[config.mk]
export PLATFORM = sky130hd
export DESIGN_NAME = imem_loader_flat
export DESIGN_NICKNAME = d
export VERILOG_FILES = /design/src/rtl/imem_loader_pkg.sv /design/src/rtl/imem_loader_if.sv /design/src/rtl/imem_loader_timeout.sv /design/src/rtl/imem_loader.sv /design/src/flat_wrapper.sv
export SDC_FILE = /design/constraint.sdc
export NUM_CORES = 1
export LEC_CHECK = 0
export BUFFER_PORTS_ARGS = -buffer_cell sky130_fd_sc_hd__buf_2
export CAP_MARGIN = 20
export CORE_ASPECT_RATIO = 0.7
export CORE_UTILIZATION = 38
export CTS_BUF_LIST = sky130_fd_sc_hd__clkbuf_16
export DETAILED_ROUTE_END_ITERATION = 7
export GPL_ROUTABILITY_DRIVEN = 0
export PLACE_DENSITY = 0.63
export REMOVE_ABC_BUFFERS = 1
export SYNTH_ARGS = -nofsm -noshare
export SYNTH_HDL_FRONTEND = slang
export SYNTH_SLANG_ARGS = --single-unit
[constraint.sdc]
create_clock -name CLK -period 2.2 [get_ports CLK]
set_input_delay 0.11 -clock CLK [delete_from_list [all_inputs] [get_ports CLK]]
set_output_delay 0.11 -clock CLK [all_outputs]
set_load 0.01 [all_outputs]
[src/rtl/imem_loader_pkg.sv]
// Shared types and constants for the instruction-memory loader.
package loader_pkg;

  typedef enum logic [2:0] {
    S_IDLE  = 3'd0,
    S_RECV  = 3'd1,
    S_WRITE = 3'd2,
    S_CHECK = 3'd3,
    S_DONE  = 3'd4,
    S_ERR   = 3'd5
  } state_t;

  localparam int BYTES_PER_WORD = 4;

endpackage

[src/rtl/imem_loader_if.sv]
// Host byte stream plus instruction-memory write port. The master modport is the loader side.
interface imem_loader_if #(parameter int ADDR_W = 10);

  logic              in_valid;
  logic [7:0]        in_data;
  logic              in_ready;
  logic              im_we;
  logic [ADDR_W-1:0] im_waddr;
  logic [31:0]       im_wdata;

  modport master (
    input  in_valid, in_data,
    output in_ready, im_we, im_waddr, im_wdata
  );

  modport slave (
    output in_valid, in_data,
    input  in_ready, im_we, im_waddr, im_wdata
  );

endinterface

[src/rtl/imem_loader_timeout.sv]
// Idle-cycle counter: clears on clr, counts while en, flags when the limit is reached (limit 0 = never).
module loader_timeout #(
  parameter int TIMEOUT = 65535
) (
  input  logic CLK,
  input  logic RST,
  input  logic clr,
  input  logic en,
  output logic hit
);

  localparam int CW = (TIMEOUT > 0) ? $clog2(TIMEOUT + 1) : 1;

  logic [CW-1:0] cnt;

  assign hit = (TIMEOUT != 0) && (cnt == CW'(TIMEOUT));

  // Holding at the limit keeps the counter from wrapping past it.
  always_ff @(posedge CLK) begin
    if (RST || clr) begin
      cnt <= '0;
    end else if (en && !hit) begin
      cnt <= cnt + CW'(1);
    end
  end

endmodule

[src/rtl/imem_loader.sv]
// Loads a big-endian word image from a byte stream into instruction memory and holds
// the CPU in reset until the trailing checksum byte makes the stream sum to zero.
//
// state | meaning
// IDLE  | waiting for start, CPU held in reset
// RECV  | accepting data bytes into the word buffer
// WRITE | one-cycle instruction memory write of the assembled word
// CHECK | accepting the checksum byte
// DONE  | image loaded and verified, CPU released
// ERR   | bad checksum or host timeout, CPU held in reset
module imem_loader
  import loader_pkg::*;
#(
  parameter int ADDR_W  = 10,
  parameter int TIMEOUT = 65535
) (
  input  logic              CLK,
  input  logic              RST,
  input  logic              start,
  input  logic [ADDR_W-1:0] len,
  imem_loader_if.master     bus,
  output logic              cpu_rst,
  output logic              busy,
  output logic              done,
  output logic              err
);

  state_t state, state_nx;

  logic              ready;
  logic              hs;
  logic              hit;
  logic              restart;
  logic              last_byte;
  logic              last_word;
  logic [1:0]        byte_cnt;
  logic [ADDR_W-1:0] word_cnt;
  logic [ADDR_W-1:0] len_q;
  logic [7:0]        csum;
  logic [7:0]        csum_nx;
  logic [23:0]       buf_q;
  logic [ADDR_W-1:0] waddr_q;
  logic [31:0]       wdata_q;

  assign hs        = bus.in_valid && ready;
  assign restart   = start && (state == S_IDLE || state == S_DONE || state == S_ERR);
  assign last_byte = (byte_cnt == 2'(BYTES_PER_WORD - 1));
  // len=0 latches as 0, so len_q-1 is all ones and the word counter wraps through 2^ADDR_W words.
  assign last_word = (word_cnt == len_q - ADDR_W'(1));
  assign csum_nx   = csum + bus.in_data;

  assign bus.in_ready = ready;
  assign bus.im_waddr = waddr_q;
  assign bus.im_wdata = wdata_q;

  loader_timeout #(.TIMEOUT(TIMEOUT)) u_timeout (
    .CLK (CLK),
    .RST (RST),
    .clr (hs || !ready),
    .en  (ready && !hs),
    .hit (hit)
  );

  always_ff @(posedge CLK) begin
    if (RST) begin
      state <= S_IDLE;
    end else begin
      state <= state_nx;
    end
  end

  always_comb begin
    state_nx  = state;
    ready     = 1'b0;
    bus.im_we = 1'b0;
    cpu_rst   = 1'b1;
    busy      = 1'b0;
    done      = 1'b0;
    err       = 1'b0;
    case (state)
      S_IDLE: begin
        if (start) state_nx = S_RECV;
      end
      S_RECV: begin
        ready = 1'b1;
        busy  = 1'b1;
        if (hs) begin
          if (last_byte) state_nx = S_WRITE;
        end else if (hit) begin
          state_nx = S_ERR;
        end
      end
      S_WRITE: begin
        bus.im_we = 1'b1;
        busy      = 1'b1;
        state_nx  = last_word ? S_CHECK : S_RECV;
      end
      S_CHECK: begin
        ready = 1'b1;
        busy  = 1'b1;
        if (hs) begin
          state_nx = (csum_nx == 8'd0) ? S_DONE : S_ERR;
        end else if (hit) begin
          state_nx = S_ERR;
        end
      end
      S_DONE: begin
        cpu_rst = 1'b0;
        done    = 1'b1;
        if (start) state_nx = S_RECV;
      end
      S_ERR: begin
        err = 1'b1;
        if (start) state_nx = S_RECV;
      end
      default: state_nx = S_IDLE;
    endcase
  end

  always_ff @(posedge CLK) begin
    if (RST) begin
      len_q    <= '0;
      byte_cnt <= '0;
      word_cnt <= '0;
      csum     <= '0;
      buf_q    <= '0;
      waddr_q  <= '0;
      wdata_q  <= '0;
    end else if (restart) begin
      len_q    <= len;
      byte_cnt <= '0;
      word_cnt <= '0;
      csum     <= '0;
      buf_q    <= '0;
    end else begin
      if (state == S_RECV && hs) begin
        byte_cnt <= byte_cnt + 2'd1;
        csum     <= csum_nx;
        buf_q    <= {buf_q[15:0], bus.in_data};
        if (last_byte) begin
          waddr_q <= word_cnt;
          wdata_q <= {buf_q, bus.in_data};
        end
      end
      if (state == S_WRITE) begin
        word_cnt <= word_cnt + ADDR_W'(1);
      end
    end
  end

endmodule

[src/flat_wrapper.sv]
// flat-port wrapper written by rule: the top's interface ports become plain ports
module imem_loader_flat import loader_pkg::*;
#(
  parameter int ADDR_W  = 10,
  parameter int TIMEOUT = 65535
)
  (CLK, RST, start, len, cpu_rst, busy, done, err, bus_in_valid, bus_in_data, bus_in_ready, bus_im_we, bus_im_waddr, bus_im_wdata);
  imem_loader_if #(.ADDR_W(ADDR_W)) bus_i ();
  input  logic CLK;
  input  logic RST;
  input  logic start;
  input  logic [ADDR_W-1:0] len;
  output logic cpu_rst;
  output logic busy;
  output logic done;
  output logic err;
  input wire logic [$bits(bus_i.in_valid)-1:0] bus_in_valid;
  input wire logic [$bits(bus_i.in_data)-1:0] bus_in_data;
  output wire logic [$bits(bus_i.in_ready)-1:0] bus_in_ready;
  output wire logic [$bits(bus_i.im_we)-1:0] bus_im_we;
  output wire logic [$bits(bus_i.im_waddr)-1:0] bus_im_waddr;
  output wire logic [$bits(bus_i.im_wdata)-1:0] bus_im_wdata;
  assign bus_i.in_valid = bus_in_valid;
  assign bus_i.in_data = bus_in_data;
  assign bus_in_ready = bus_i.in_ready;
  assign bus_im_we = bus_i.im_we;
  assign bus_im_waddr = bus_i.im_waddr;
  assign bus_im_wdata = bus_i.im_wdata;
  imem_loader #(.ADDR_W(ADDR_W), .TIMEOUT(TIMEOUT)) u_core (.CLK(CLK), .RST(RST), .start(start), .len(len), .bus(bus_i), .cpu_rst(cpu_rst), .busy(busy), .done(done), .err(err));
endmodule
Yosys cells after proc, flatten, opt, wreduce, memory -nomap -nowiden
Index checks and enable logic that the tools add are counted.

Bits of input ports: 22. Register bits: 115. Logic and storage cells: 59.

Bitwise logic cells: 1. Add/sub/neg operators: 5. Equality and inequality tests: 10. Reduce and logical (&&, ||, !) cells: 20. Muxes and demuxes: 14.

Operator list (number): 16-bit by 1-bit adder with 16-bit output, second input constant (1); 16-bit == test, second input constant (1); 3-bit 2-to-1 mux (5); 3-bit case mux with 4 select lines (1); 10-bit by 1-bit adder with 10-bit output, second input constant (1); 10-bit == test (1); 10-bit by 1-bit subtractor with 10-bit output, second input constant (1); 8-bit adder (1); 8-bit zero test (1); 1-bit 2-to-1 mux (7); 3-bit by 2-bit == test with 1-bit output, second input constant (2); 3-bit == test, second input constant (2); 3-bit OR reduction (2); 1-bit logical AND (5); 1-bit logical OR (4); 2-bit OR reduction (2); 3-bit by 1-bit == test with 1-bit output, second input constant (1); 1-bit zero test (3); 3-bit zero test (1); 3-bit != test, second input constant (1); 3-bit AND reduction (1); 2-bit by 1-bit adder with 2-bit output, second input constant (1); 2-bit == test, second input constant (1); 2-bit 2-to-1 mux (1); other kinds (3) (3).

Depth between registers and ports, before layout
Word-level depth: 7. Mapped depth: 9. Depth with buffers taken out: 8.

Cells and area by module
From an unflattened synthesis, not the netlist that was laid out.

Cells, all modules: 629. Area, all modules: 5068.6 µm².

By module, submodules not included: imem_loader (area each 4232.8 µm², instances 1, cells an instance 532); loader_timeout (area each 835.8 µm², instances 1, cells an instance 97).

Worst setup path before layout
No wires, ideal clock.

Path kind: register to register. From: register u_core.csum[0]. To: register u_core.csum[6]. Path buffers: 0. Stages on the path, launching flop included: 9. Arrival time: 1.747 ns. Slack: 0.321 ns. Cells stage by stage: dfxtp_1 ha_1 inv_1 fa_1 nor2b_1 o31a_1 mux2_2 o21ai_0 a21oi_1.

Cells in the longest elaborated chain, start to end: 1.

RTL lines: start: declaration (line imem_loader.sv:39) `logic [7:0] csum;`; start signal: assignment (line imem_loader.sv:138) `csum <= csum_nx;`; 8-bit adder (line imem_loader.sv:50) `assign csum_nx = csum + bus.in_data;`.

Every way passes these cells. A chain may end at the register's enable or synchronous reset.

Worst setup path in the final report
From: input bus_in_data[0]. To: register u_core.csum[6].

Cells in the longest elaborated chain, start to end: 1.

RTL lines: start: declaration (line flat_wrapper.sv:18) `input wire logic [$bits(bus_i.in_data)-1:0] bus_in_data;`; 8-bit adder (line imem_loader.sv:50).

Every way passes these cells.

==> metrics.csv <==
metric,value,unit
status,completed,
layout cells sized above 1,17.8,%
Die Wd,140,µm
Routed WL,11800,µm
r2r setup slk,130,ps
RSZ-0062 raised after global routing,no,
Post-synth EDFFs,0,
CP Data Required Time,2450,ps
Final min period,2080,ps
Pwr Density,811,nW/µm²
CTS Buf Count,17,
IO Port Bufs,69,
Via Count,4469,
post-synthesis mux area share,2.82,%
# DRC,0,
Clock Tree Buf Depth,2,
area taken by multi-input logic gates,2600,µm²
htree depth,4,
maximum fanout along the worst path,3,
final instance area,6340,µm²
setup tns final,0,ps
syn avg cell area,8.15,µm²
arrival time of the worst setup path,2330,ps
vias in the first global route,4269,
peak supply drop,505,µV
Synth Area in Compound Gates,15.2,%
dpl cells,830,
top post-synthesis cells by count,"nand2_1 (163), dfxtp_1 (115), a21oi_1 (88), nor2_1 (42), clkbuf_1 (24)",
Routed Antenna Nets,0,
Final Skew,8.50,ps
async set or reset register ratio after synthesis,0,%
Register Area,2300,µm²
top achievable clock speed,482,MHz
area grow syn2layout,25.3,%
Initial Util,39.8,%
Final Core Density,49.9,%
Synth area leaders,"dfxtp_1 (45%), nand2_1 (12%), a21oi_1 (8.7%), xor2_1 (3.3%), nor2_1 (3.1%)",
"count leader, synth",nand2_1,
Post-Syn Instances,621,
WL/cell,13.4,µm
CTS sink cnt,115,
Core Region,12700,µm²
Root Buffer,clkbuf_16,
final hold slack,195,ps
Post-Synth XOR/XNOR Area,5.36,%
nets,740,
Slew headroom,51.3,%
synth warn,0,
Final Cycle Share,94.4,%
non-filler instance count after layout,881,
initial antenna violation count,0,
Critical Path End Type,flop,
Clock Latency Late Sink,410,ps
via/cell ratio,5.07,
Synth area leader,dfxtp_1,
sequential cell area fraction in the yosys report,45.5,%
Mapped Area,5060,µm²
post-synth cell types,56,
max_cap viols,0,
Startpoint Class,input port,
top-area cell type share of the netlist area,45.5,%
largest net degree at the start of global routing,52,
area post-placement,5570,µm²
Finish-stage setup viols,0,
post-synthesis adder-cell area fraction,3.11,%
die area,13800,µm²
Worst-Margin Slew,731,ps
Seq cells post-synth,115,
hpwl dp,7950,µm
All-Layer GR Usage,17.9,%
Std-Cell Rows,34,
Post-synth top flop,dfxtp_1,
"CTS clk-pin slew, worst paths",50,ps
number of DRC markers in iteration 0,186,
DRT Pass-1 Iters,4,
Boundary Pins,70,
chip height,98.6,µm
diode count,0,
Final Slew Violations,0,
Hold Crit Class,input port to flop,
post-CTS setup buffers,0,
final global-route overflow total,0,
CTS tree,yes,
CP Class,input port to flop,
leakage,2.42,nW
fillers,1256,
largest family of logic cells by synthesized area,simple AND/OR/NAND/NOR gates,
Final Hold Fails,0,
first-pass GRT wire length,19800,µm
Synth Area in Simple Gates,24.3,%
## kinds of logic (layout without fill, tap and decap cells)
group,count (synthesis),in the layout
compound gates,134,134
mux,14,14
fa+ha+maj,12,12
flops,115,115
simple gates,271,271
xor+xnor,31,31
buf+inv,44,142
## sequential cells by signal, summed over array words and instances (netlist names)
signal and count:
u_core.byte_cnt 2, u_core.buf_q 24, u_core.state 3, u_core.word_cnt 10, u_core.u_timeout.cnt 16, u_core.len_q 10
u_core.csum 8, u_core.bus.im_wdata 32, u_core.bus.im_waddr 10
## what timing repair did
action,4_1_cts,5_1_grt
hold buffers,19,0
endpoints found under the hold margin,27,0
setup endpoints to repair,0,2
gates resized for setup,0,7
## where the power goes
part	switching (mW)	internal (mW)
clock network	0.973	1.65
registers	0.0287	2.11
logic	0.218	0.163
## stage by stage
step | worst slack, ps | power [mW]
2_1_floorplan | -809 | 2.40
3_3_place_gp | 218 | 2.52
4_1_cts | 55.6 | 5.19
3_5_place_dp | 125 | 2.53
5_1_grt | 7.84 | 5.33
6_report | 124 | 5.14
## worst paths after layout
kind | start | cells past startpoint | to
setup / recovery | bus_in_data[0] | 10 | u_core.csum[6]
hold / removal | start | 4 | u_core.state[2]
setup reg to reg | u_core.state[2] | 6 | u_core.buf_q[8]
hold reg to reg | u_core.bus.im_wdata[9] | 2 | u_core.bus.im_wdata[9]
## placed cells by master (no fill, tap or decap), types with 11 or more instances in the layout
| cell type | instances |
|---|---|
| dlygate4sd3_1 | 19 |
| xnor2_1 | 12 |
| o21ai_0 | 17 |
| xor2_1 | 19 |
| inv_1 | 11 |
| nand2_1 | 163 |
| clkbuf_16 | 17 |
| nor2_1 | 42 |
| buf_2 | 69 |
| dfxtp_1 | 115 |
| a21oi_1 | 88 |
| mux2i_1 | 12 |
| buf_4 | 11 |
## critical path, stage by stage
cell and delay [ps]:
dlygate4sd3_1 540, buf_2 150, ha_2 200, inv_1 60, fa_2 360, nor2b_2 140, o31a_1 190, mux2_2 350
o21ai_1 140, a21oi_1 70
## layer usage
layer	wire length, µm	GRT usage (%)	up-vias
met4	133	7.10	0
li1	-	-	2290
met3	433	4.23	14
met2	5120	27.6	80
met1	6130	24.1	2085
met5	0	0	-
## cell type report
cell class | instances | share of cell area, %
Clock buffer | 17 | 6.71
Clock inverter | 15 | 2.23
Inverter | 10 | 0.592
Multi-Input combinational cell | 462 | 40.9
Sequential cell | 115 | 36.3
Tap cell | 162 | 3.20
Timing Repair Buffer | 100 | 10.1
No activity file was read; power rests on OpenSTA's default activity.
